$ cat src/rtl/cp0_exc_pkg.sv
// ============================================================================
// Module  : cp0_exc_pkg
// Brief   : Shared cause codes, STATUS bit indices and FSM states for the
//           CP0 exception sequencer.
// Revision: 1.0 - initial release
// ============================================================================
`default_nettype none

package cp0_exc_pkg;

  localparam logic [4:0] CAUSE_SYSCALL = 5'b01000;
  localparam logic [4:0] CAUSE_BREAK   = 5'b01001;
  localparam logic [4:0] CAUSE_TEQ     = 5'b01101;
  localparam logic [4:0] CAUSE_NONE    = 5'b00000;

  localparam int IE     = 0;
  localparam int SYS_EN = 1;
  localparam int BRK_EN = 2;
  localparam int TEQ_EN = 3;

  typedef enum logic [1:0] {
    ST_IDLE   = 2'd0,
    ST_COMMIT = 2'd1,
    ST_VECTOR = 2'd2,
    ST_ERET   = 2'd3
  } exc_state_t;

endpackage

`default_nettype wire

$ cat src/rtl/cp0_exc_ctrl_if.sv
// ============================================================================
// Module  : cp0_exc_ctrl_if
// Brief   : Decode/CP0/PC-unit bundle for the exception sequencer.
//           Optional stats ports with CP0_EXC_STATS_EN.
// Revision: 1.0 - initial release
// ============================================================================
`default_nettype none

interface cp0_exc_ctrl_if #(
  parameter int PC_W = 32
);
  logic            i_inst_valid;
  logic            i_is_syscall;
  logic            i_is_break;
  logic            i_is_teq;
  logic            i_is_eret;
  logic [PC_W-1:0] i_rs_val;
  logic [PC_W-1:0] i_rt_val;
  logic [PC_W-1:0] i_pc_in;
  logic [PC_W-1:0] i_status_in;
  logic [PC_W-1:0] i_epc_in;
  logic [4:0]      o_cause;
  logic [PC_W-1:0] o_exc_pc;
  logic            o_eret;
  logic            o_cp0_ena;
  logic            o_stall;
  logic            o_redirect;
  logic [PC_W-1:0] o_redirect_pc;
  logic [2:0]      o_depth;
  logic            o_ovf;
`ifdef CP0_EXC_STATS_EN
  logic [1:0]      i_stat_sel;
  logic [15:0]     o_stat_q;

  modport master (
    output i_inst_valid, i_is_syscall, i_is_break, i_is_teq, i_is_eret,
           i_rs_val, i_rt_val, i_pc_in, i_status_in, i_epc_in, i_stat_sel,
    input  o_cause, o_exc_pc, o_eret, o_cp0_ena, o_stall, o_redirect,
           o_redirect_pc, o_depth, o_ovf, o_stat_q
  );
  modport slave (
    input  i_inst_valid, i_is_syscall, i_is_break, i_is_teq, i_is_eret,
           i_rs_val, i_rt_val, i_pc_in, i_status_in, i_epc_in, i_stat_sel,
    output o_cause, o_exc_pc, o_eret, o_cp0_ena, o_stall, o_redirect,
           o_redirect_pc, o_depth, o_ovf, o_stat_q
  );
`else
  modport master (
    output i_inst_valid, i_is_syscall, i_is_break, i_is_teq, i_is_eret,
           i_rs_val, i_rt_val, i_pc_in, i_status_in, i_epc_in,
    input  o_cause, o_exc_pc, o_eret, o_cp0_ena, o_stall, o_redirect,
           o_redirect_pc, o_depth, o_ovf
  );
  modport slave (
    input  i_inst_valid, i_is_syscall, i_is_break, i_is_teq, i_is_eret,
           i_rs_val, i_rt_val, i_pc_in, i_status_in, i_epc_in,
    output o_cause, o_exc_pc, o_eret, o_cp0_ena, o_stall, o_redirect,
           o_redirect_pc, o_depth, o_ovf
  );
`endif
endinterface

`default_nettype wire

$ cat src/rtl/cp0_exc_prio.sv
// ============================================================================
// Module  : cp0_exc_prio
// Brief   : Qualifies SYSCALL/BREAK/TEQ against STATUS and picks one cause.
// Revision: 1.0 - initial release
// ============================================================================
`default_nettype none

module cp0_exc_prio
  import cp0_exc_pkg::*;
#(
  parameter int PC_W = 32
) (
  input  logic            i_is_syscall,
  input  logic            i_is_break,
  input  logic            i_is_teq,
  input  logic [PC_W-1:0] i_rs_val,
  input  logic [PC_W-1:0] i_rt_val,
  input  logic [3:0]      i_status,
  output logic            o_valid,
  output logic [4:0]      o_code
);

  logic w_sys_ok;
  logic w_brk_ok;
  logic w_teq_ok;

  assign w_sys_ok = i_is_syscall & i_status[IE] & i_status[SYS_EN];
  assign w_brk_ok = i_is_break   & i_status[IE] & i_status[BRK_EN];
  assign w_teq_ok = i_is_teq & (i_rs_val == i_rt_val) & i_status[IE] & i_status[TEQ_EN];

  always_comb begin
    o_code = CAUSE_NONE;
    if (w_sys_ok)      o_code = CAUSE_SYSCALL;
    else if (w_brk_ok) o_code = CAUSE_BREAK;
    else if (w_teq_ok) o_code = CAUSE_TEQ;
  end

  assign o_valid = w_sys_ok | w_brk_ok | w_teq_ok;

endmodule

`default_nettype wire

$ cat src/rtl/cp0_exc_ctrl.sv
// ============================================================================
// Module  : cp0_exc_ctrl
// Brief   : Exception/ERET sequencer in front of CP0 and the PC unit.
//           Optional cause counters enabled by CP0_EXC_STATS_EN.
// Revision: 1.0 - initial release
// ============================================================================
`default_nettype none

module cp0_exc_ctrl
  import cp0_exc_pkg::*;
#(
  parameter logic [31:0] VECTOR_ADDR = 32'h00400004,
  parameter int          MAX_DEPTH   = 6,
  parameter int          PC_W        = 32
) (
  input  logic            clk,
  input  logic            cp0_rst,
  cp0_exc_ctrl_if.slave   bus
);

  localparam logic [2:0] c_max_depth = 3'(MAX_DEPTH);

  exc_state_t      r_state;
  logic [4:0]      r_code;
  logic [PC_W-1:0] r_pc;
  logic [2:0]      r_depth;
  logic            r_ovf;

  logic            w_valid;
  logic [4:0]      w_code;
  logic            w_idle;
  logic            w_exc_take;
  logic            w_exc_drop;
  logic            w_eret_take;
  logic            w_unused;

  cp0_exc_prio #(.PC_W(PC_W)) u_prio (
    .i_is_syscall (bus.i_is_syscall),
    .i_is_break   (bus.i_is_break),
    .i_is_teq     (bus.i_is_teq),
    .i_rs_val     (bus.i_rs_val),
    .i_rt_val     (bus.i_rt_val),
    .i_status     (bus.i_status_in[3:0]),
    .o_valid      (w_valid),
    .o_code       (w_code)
  );

  assign w_unused    = &{1'b0, bus.i_status_in[PC_W-1:4]};
  assign w_idle      = (r_state == ST_IDLE);
  assign w_exc_take  = w_idle & bus.i_inst_valid & w_valid & (r_depth <  c_max_depth);
  assign w_exc_drop  = w_idle & bus.i_inst_valid & w_valid & (r_depth >= c_max_depth);
  // A qualified exception (even one dropped on overflow) suppresses ERET.
  assign w_eret_take = w_idle & bus.i_inst_valid & bus.i_is_eret & ~w_valid;

  always_ff @(posedge clk or posedge cp0_rst) begin
    if (cp0_rst) begin
      r_state <= ST_IDLE;
      r_code  <= CAUSE_NONE;
      r_pc    <= '0;
      r_depth <= 3'd0;
      r_ovf   <= 1'b0;
    end else begin
      case (r_state)
        ST_IDLE: begin
          if (w_exc_take) begin
            r_code  <= w_code;
            r_pc    <= bus.i_pc_in;
            r_state <= ST_COMMIT;
          end else if (w_exc_drop) begin
            r_ovf <= 1'b1;
          end else if (w_eret_take) begin
            r_state <= ST_ERET;
          end
        end
        ST_COMMIT: begin
          r_depth <= r_depth + 3'd1;
          r_state <= ST_VECTOR;
        end
        ST_VECTOR: r_state <= ST_IDLE;
        ST_ERET: begin
          if (r_depth != 3'd0) r_depth <= r_depth - 3'd1;
          r_state <= ST_IDLE;
        end
        default: r_state <= ST_IDLE;
      endcase
    end
  end

  assign bus.o_cause     = (r_state == ST_COMMIT) ? r_code : CAUSE_NONE;
  assign bus.o_exc_pc    = (r_state == ST_COMMIT) ? r_pc : '0;
  assign bus.o_eret      = (r_state == ST_ERET);
  assign bus.o_cp0_ena   = (r_state == ST_COMMIT) | (r_state == ST_ERET);
  assign bus.o_redirect  = (r_state == ST_VECTOR) | (r_state == ST_ERET);
  // Same-cycle stall on detect, masked while reset holds the block idle.
  assign bus.o_stall     = ~cp0_rst & (~w_idle | w_exc_take | w_eret_take);
  assign bus.o_depth     = r_depth;
  assign bus.o_ovf       = r_ovf;

  always_comb begin
    bus.o_redirect_pc = '0;
    if (r_state == ST_VECTOR)    bus.o_redirect_pc = PC_W'(VECTOR_ADDR);
    else if (r_state == ST_ERET) bus.o_redirect_pc = bus.i_epc_in;
  end

`ifdef CP0_EXC_STATS_EN
  logic [15:0] r_cnt_sys;
  logic [15:0] r_cnt_brk;
  logic [15:0] r_cnt_teq;
  logic [15:0] r_cnt_drop;

  always_ff @(posedge clk or posedge cp0_rst) begin
    if (cp0_rst) begin
      r_cnt_sys  <= 16'd0;
      r_cnt_brk  <= 16'd0;
      r_cnt_teq  <= 16'd0;
      r_cnt_drop <= 16'd0;
    end else begin
      if (r_state == ST_COMMIT) begin
        if (r_code == CAUSE_SYSCALL && r_cnt_sys != 16'hFFFF) r_cnt_sys <= r_cnt_sys + 16'd1;
        if (r_code == CAUSE_BREAK   && r_cnt_brk != 16'hFFFF) r_cnt_brk <= r_cnt_brk + 16'd1;
        if (r_code == CAUSE_TEQ     && r_cnt_teq != 16'hFFFF) r_cnt_teq <= r_cnt_teq + 16'd1;
      end
      if (w_exc_drop && r_cnt_drop != 16'hFFFF) r_cnt_drop <= r_cnt_drop + 16'd1;
    end
  end

  always_comb begin
    case (bus.i_stat_sel)
      2'd0:    bus.o_stat_q = r_cnt_sys;
      2'd1:    bus.o_stat_q = r_cnt_brk;
      2'd2:    bus.o_stat_q = r_cnt_teq;
      default: bus.o_stat_q = r_cnt_drop;
    endcase
  end
`endif

endmodule

`default_nettype wire

$ cat src/flat_wrapper.sv
// flat-port wrapper written by rule: the top's interface ports become plain ports
module cp0_exc_ctrl_flat import cp0_exc_pkg::*;
#(
  parameter logic [31:0] VECTOR_ADDR = 32'h00400004,
  parameter int          MAX_DEPTH   = 6,
  parameter int          PC_W        = 32
)
  (clk, cp0_rst, bus_i_inst_valid, bus_i_is_syscall, bus_i_is_break, bus_i_is_teq, bus_i_is_eret, bus_i_rs_val, bus_i_rt_val, bus_i_pc_in, bus_i_status_in, bus_i_epc_in, bus_o_cause, bus_o_exc_pc, bus_o_eret, bus_o_cp0_ena, bus_o_stall, bus_o_redirect, bus_o_redirect_pc, bus_o_depth, bus_o_ovf);
  cp0_exc_ctrl_if #(.PC_W(PC_W)) bus_i ();
  input  logic clk;
  input  logic cp0_rst;
  input wire logic [$bits(bus_i.i_inst_valid)-1:0] bus_i_inst_valid;
  input wire logic [$bits(bus_i.i_is_syscall)-1:0] bus_i_is_syscall;
  input wire logic [$bits(bus_i.i_is_break)-1:0] bus_i_is_break;
  input wire logic [$bits(bus_i.i_is_teq)-1:0] bus_i_is_teq;
  input wire logic [$bits(bus_i.i_is_eret)-1:0] bus_i_is_eret;
  input wire logic [$bits(bus_i.i_rs_val)-1:0] bus_i_rs_val;
  input wire logic [$bits(bus_i.i_rt_val)-1:0] bus_i_rt_val;
  input wire logic [$bits(bus_i.i_pc_in)-1:0] bus_i_pc_in;
  input wire logic [$bits(bus_i.i_status_in)-1:0] bus_i_status_in;
  input wire logic [$bits(bus_i.i_epc_in)-1:0] bus_i_epc_in;
  output wire logic [$bits(bus_i.o_cause)-1:0] bus_o_cause;
  output wire logic [$bits(bus_i.o_exc_pc)-1:0] bus_o_exc_pc;
  output wire logic [$bits(bus_i.o_eret)-1:0] bus_o_eret;
  output wire logic [$bits(bus_i.o_cp0_ena)-1:0] bus_o_cp0_ena;
  output wire logic [$bits(bus_i.o_stall)-1:0] bus_o_stall;
  output wire logic [$bits(bus_i.o_redirect)-1:0] bus_o_redirect;
  output wire logic [$bits(bus_i.o_redirect_pc)-1:0] bus_o_redirect_pc;
  output wire logic [$bits(bus_i.o_depth)-1:0] bus_o_depth;
  output wire logic [$bits(bus_i.o_ovf)-1:0] bus_o_ovf;
  assign bus_i.i_inst_valid = bus_i_inst_valid;
  assign bus_i.i_is_syscall = bus_i_is_syscall;
  assign bus_i.i_is_break = bus_i_is_break;
  assign bus_i.i_is_teq = bus_i_is_teq;
  assign bus_i.i_is_eret = bus_i_is_eret;
  assign bus_i.i_rs_val = bus_i_rs_val;
  assign bus_i.i_rt_val = bus_i_rt_val;
  assign bus_i.i_pc_in = bus_i_pc_in;
  assign bus_i.i_status_in = bus_i_status_in;
  assign bus_i.i_epc_in = bus_i_epc_in;
  assign bus_o_cause = bus_i.o_cause;
  assign bus_o_exc_pc = bus_i.o_exc_pc;
  assign bus_o_eret = bus_i.o_eret;
  assign bus_o_cp0_ena = bus_i.o_cp0_ena;
  assign bus_o_stall = bus_i.o_stall;
  assign bus_o_redirect = bus_i.o_redirect;
  assign bus_o_redirect_pc = bus_i.o_redirect_pc;
  assign bus_o_depth = bus_i.o_depth;
  assign bus_o_ovf = bus_i.o_ovf;
  cp0_exc_ctrl #(.VECTOR_ADDR(VECTOR_ADDR), .MAX_DEPTH(MAX_DEPTH), .PC_W(PC_W)) u_core (.clk(clk), .cp0_rst(cp0_rst), .bus(bus_i));
endmodule
$ cat config.mk
export PLATFORM = sky130hd
export DESIGN_NAME = cp0_exc_ctrl_flat
export DESIGN_NICKNAME = d
export VERILOG_FILES = /design/src/rtl/cp0_exc_pkg.sv /design/src/rtl/cp0_exc_ctrl_if.sv /design/src/rtl/cp0_exc_prio.sv /design/src/rtl/cp0_exc_ctrl.sv /design/src/flat_wrapper.sv
export SDC_FILE = /design/constraint.sdc
export NUM_CORES = 1
export LEC_CHECK = 0
export CAP_MARGIN = 0
export CORE_MARGIN = 2
export CORE_UTILIZATION = 30
export CTS_CLUSTER_SIZE = 12
export DETAILED_ROUTE_END_ITERATION = 12
export PLACE_DENSITY = 0.84
export SLEW_MARGIN = 40
export SYNTH_ARGS = -nofsm -noshare
export SYNTH_HDL_FRONTEND = slang
export SYNTH_SLANG_ARGS = --single-unit
$ cat constraint.sdc
create_clock -name clk -period 2.7 [get_ports clk]
set_input_delay 0.54 -clock clk [delete_from_list [all_inputs] [get_ports clk]]
set_output_delay 0.54 -clock clk [all_outputs]
set_load 0.005 [all_outputs]
# == After elaboration in Yosys (flattened, before gate mapping) ==
# Cells that the tools add are included.
# classes
bitwise_logic,24
muxes,13
n_lt_le_gt_ge,2
n_eq_ne,7
n_reduce_logical,8
add_sub_neg,2
# ops
cell,n
2-to-1 mux 32 bit,3
== test 32 bit,1
AND 1 bit,14
2-to-1 mux 4 bit,3
2-to-1 mux 2 bit,3
!= test 3 bit (second input constant),2
OR 1 bit,6
one-hot mux 2 bit (3 select lines),1
one-hot mux 3 bit (2 select lines),1
AND reduction 2 bit,3
2-to-1 mux 5 bit,1
== test 2 bit (second input constant),2
NOT 1 bit,4
adder 3 x 1 -> 3 bit (second input constant),1
>= comparator 3 bit (second input constant),1
< comparator 3 bit (second input constant),1
2-to-1 mux 3 bit,1
AND reduction 3 bit,1
nonzero test 3 bit,1
subtractor 3 x 1 -> 3 bit (second input constant),1
== test 2 x 1 -> 1 bit (second input constant),1
zero test 2 bit,1
!= test 2 x 1 -> 1 bit (second input constant),1
nonzero test 2 bit,1
OR reduction 2 bit,1
# totals
regBits,43

# == Logic depth before layout (Yosys ltp) ==
# logic_depth
depth_word,11
ltp_mapped,8
ltp_nobuf,6

# == Hierarchy ==
# A second synthesis with hierarchy kept.
# hier_totals
hier_cells,246
hier_area_um2,2646.3
# modules_own_cells
mod,cells_each,instances,seq_area_each_um2,area_per_inst_um2
cp0_exc_ctrl,193,1,1076.0,2230.9
cp0_exc_prio,53,1,0.0,415.4

# == Worst setup path after synthesis ==
# Ideal clock, no wire load.
# synth_path
path_kind,input port to output port
startpoint,in bus_i_rt_val[31]
endpoint,out bus_o_stall
stages,6
path_buffers,0
arrival_ns,1.864
setup_slack_ns,0.296
cell_sequence,xnor2_1 nand4_1 nor4_4 a31oi_4 or2_2 a31oi_1
# synth_via
elab_chain_len,10
word_cells_on_any_way,12
# synth_lines
item,line,rtl
from (decl),flat_wrapper.sv:18,input wire logic [$bits(bus_i.i_rt_val)-1:0] bus_i_rt_val;
== test 32 bit *,cp0_exc_prio.sv:29,assign w_teq_ok = i_is_teq & (i_rs_val == i_rt_val) & i_status[IE] & i_status[TEQ_EN];
AND 1 bit * (3 in series),cp0_exc_prio.sv:29,
OR 1 bit *,cp0_exc_prio.sv:38,assign o_valid = w_sys_ok | w_brk_ok | w_teq_ok;
AND 1 bit (2 in series),cp0_exc_ctrl.sv:50,assign w_exc_take = w_idle & bus.i_inst_valid & w_valid & (r_depth < c_max_depth);
OR 1 bit,cp0_exc_ctrl.sv:95,assign bus.o_stall = ~cp0_rst & (~w_idle | w_exc_take | w_eret_take);
OR 1 bit *,cp0_exc_ctrl.sv:95,
AND 1 bit *,cp0_exc_ctrl.sv:95,
to (decl),flat_wrapper.sv:26,output wire logic [$bits(bus_i.o_stall)-1:0] bus_o_stall;
# Mark *: on every way between the ends. The rest lies on a longest branch, timed or not.

# == Final worst setup path ==
# layout_path
startpoint,in bus_i_status_in[0]
endpoint,out bus_o_stall
# layout_via
elab_chain_len,9
word_cells_on_any_way,15
# layout_lines
item,line,rtl
from (decl),flat_wrapper.sv:20,input wire logic [$bits(bus_i.i_status_in)-1:0] bus_i_status_in;
AND 1 bit (on tied branches) (2 in series),"cp0_exc_prio.sv:27, cp0_exc_prio.sv:28",
OR 1 bit,cp0_exc_prio.sv:38,
OR 1 bit *,cp0_exc_prio.sv:38,
AND 1 bit (2 in series),cp0_exc_ctrl.sv:50,
OR 1 bit,cp0_exc_ctrl.sv:95,
OR 1 bit *,cp0_exc_ctrl.sv:95,
AND 1 bit *,cp0_exc_ctrl.sv:95,
# Marks and branches as above.

==> results.txt <==
Worst vdd ir: 254 µV
Top cells by area, synth: dfrtp_1, mux2_4, xnor2_1
Largest net degree at the start of global routing: 41
Worst path cell trace: dlygate4sd2_1, nand4_1, nor4_4, a31oi_4, or2_4, a31oi_4, buf_2
RSZ-0062 raised after global routing: yes
DP Cell Count: 561
WP data arrival: 2080 ps
Fmax achieved: 382 MHz
Starting DRT DRC Count: 26
DR top layer: met4
R2R cell count: 7
Die width: 98.7 µm
Ys async rst share: 100%
Grt ovf: 0
Max Slew Vio Count: 0
Clk sinks: 41
Reg2Reg Setup Slack: 900 ps
Met2 wire len: 4560 µm
Initial Util: 30.9%
Crit. End Element: output port
Fraction of layout cells with a size suffix above 1: 19.6%
Net total in the final layout: 631
Core box area: 8720 µm²
Crit path time final: 2620 ps
Initial antenna violation count: 0
Worst hold stages: 1
Post-CTS Hold Fix Bufs: 0
Seq/Total Area, Yosys: 38.1%
Slack of the critical path: 83.9 ps
Multi-input gate area: 1590 µm²
Synth Register Bits: 41
Tcrit/Tclk final: 96.9%
Worst setup SP type: input port
Num CTS Buffers: 5
CTS tree: yes
Root buffer cell: clkbuf_8
Sequential cell area: 1030 µm²
Die Area: 9750 µm²
Num ports: 244
DR vias/cell: 4.58
Power share of the clock group: 21.1%
P_leak: 2.39 nW
Total chip power: 2.83 mW
Final setup vio count: 0
Cell Area, Synth: 2690 µm²
Post-synth top cells: dfrtp_1, and2_1, xnor2_1
Antenna diode count: 0
CP max FO: 4
Netlist cell types: 37
Critical path class: in2out
Final Non-Filler Cells: 572
Synth Instances: 243
Port Buf Inserts: 213
Worst setup startpoint: bus_i_status_in[0]
Share of the synthesized area in the top cell type: 38.1%
Post-route clock skew: 7.24 ps
Crit path max-delay family: simple AND/OR/NAND/NOR gates
Top_reg_cell synth: dfrtp_1
Synth area leader: dfrtp_1
Buffers & Inverters on Critical Path: 2
# fillers: 749
GP Congestion: 0.801
First-pass DRT Iterations: 4
Area Growth Syn to Fin: 90.0%
Number of flops mapped to enable cells by yosys: 0
Worst r2r src: u_core.r_state[0]
Int Power: 2.06 mW
Outcome: finished, final reports clean
Vias: 2617
Crit path required time: 2160 ps
Vias in the first global route: 2736
Critical Path Max Stage Delay: 390 ps
Die height: 98.7 µm
Final hold vios: 0
Sw Ratio: 27.3%
Final hold slack: 487 ps
Most common cell in the netlist: dfrtp_1
Reg power frac: 37.1%
NetSw: 0.772 mW
Cell mode on critical path: a31oi_4
PD cells: 554 nW/µm²
Max_cap viols: 0
First-pass GRT wire length: 14000 µm
HPWL after DPL: 6950 µm
Hold crit path type: reg2reg
Slowest CP cell: nor4_4
Hold wc startpoint: u_core.r_code[3]
Total track usage: 17.8%
Pre-CTS WS: -785 ps
Wire per inst: 15.4 µm
Clk slew on worst S/H paths: 80 ps
Least-Margin Pin Slew: 543 ps
Clock latency at the later pin of the worst-skew pair: 290 ps
Worst path depth: 7
CTS Buffer Depth: 2
M1 WL: 3450 µm
Slew headroom: 63.6%
Comb power frac: 41.9%
Core Rows: 34
Syn_area_per_cell: 11.1 µm²
H-tree depth: 2
Remaining DRCs: 0
Synth warn: 0
Detailed Route WL: 8810 µm
Antenna viol nets, final: 0
Routed met3 length: 678 µm
## per-stage QoR
stage,util (%),cell area (µm²),TNS [ps]
floorplan,-,2700,0
global placement,56.9,4960,-1530
detailed placement,56.9,4960,-5490
CTS,58.6,5110,0
global route,58.7,5120,-13.7
finish,58.7,5120,0
## cell families (layout without fill, tap and decap cells)
group	count (synthesis)	in the layout	synth area share [%]
simple gates	92	92	21.6
xor+xnor	32	32	10.4
mux	34	34	18.4
flops	41	41	38.1
compound gates	18	18	5.21
fa+ha+maj	1	1	0.744
other cells	1	2	0.139
buf+inv	24	244	5.44
## placed cells by master, fill, tap and decap left out, types with 2 or more instances in the layout
cell	netlist	layout
a21oi_1	4	4
a31oi_4	1	2
and2_1	35	35
and3_1	30	30
buf_2	0	2
buf_4	2	14
buf_6	0	3
bufinv_16	0	2
clkbuf_2	0	16
clkbuf_8	0	5
clkdlybuf4s15_1	0	9
clkdlybuf4s50_1	0	145
conb_1	1	2
dfrtp_1	41	41
dlygate4sd2_1	0	23
dlymetal6s2s_1	0	16
inv_1	6	5
mux2_2	3	3
mux2_4	30	30
nand2_1	2	2
nand3_1	5	4
nand4_1	9	9
nor2_1	3	2
nor3_1	3	2
o21a_1	2	2
xnor2_1	32	28
xnor2_2	0	4
## final cells by class
| cell class | count | area share, % |
|---|---|---|
| Sequential cell | 41 | 20.1 |
| Tap cell | 108 | 2.64 |
| Timing Repair Buffer | 230 | 43.1 |
| Clock buffer | 5 | 1.35 |
| Inverter | 6 | 0.440 |
| Multi-Input combinational cell | 179 | 31.1 |
| Clock inverter | 3 | 1.35 |
## path summary, 6_finish.rpt
kind | end
worst max-delay path | bus_o_stall
worst min-delay path | u_core.r_code[3]
worst max register to register | u_core.bus.o_depth[2]
worst min register to register | u_core.r_code[3]
max in group asynchronous | u_core.r_pc[3]
min in group asynchronous | u_core.r_pc[0]
## routing by layer
layer | track usage [%] | vias to the layer above
li1 | - | 1269
met1 | 21.7 | 1204
met2 | 31.7 | 130
met3 | 4.75 | 14
met4 | 3.58 | 0
met5 | 0 | -
## registers in the layout (all words and copies together) (netlist names)
| register | flops |
|---|---|
| u_core.r_state | 2 |
| u_core.bus.o_ovf | 1 |
| u_core.r_pc | 32 |
| u_core.r_code | 3 |
| u_core.bus.o_depth | 3 |
## repair_timing
action                                  in CTS  in global routing
setup buffers                                1                  2
resized for setup                           76                 55
endpoints found under the setup margin       1                  7
pin swaps                                   37                 32
## power by group through the flow
stage               combinational, mW  clock [mW]  sequential [mW]
global route                     1.29       0.637             1.09
global placement                 1.18           0             1.04
detailed placement               1.21           0             1.06
CTS                              1.21       0.616             1.05
finish                           1.19       0.597             1.05
floorplan                       0.670           0             1.01
No activity file was read; power rests on OpenSTA's default activity.
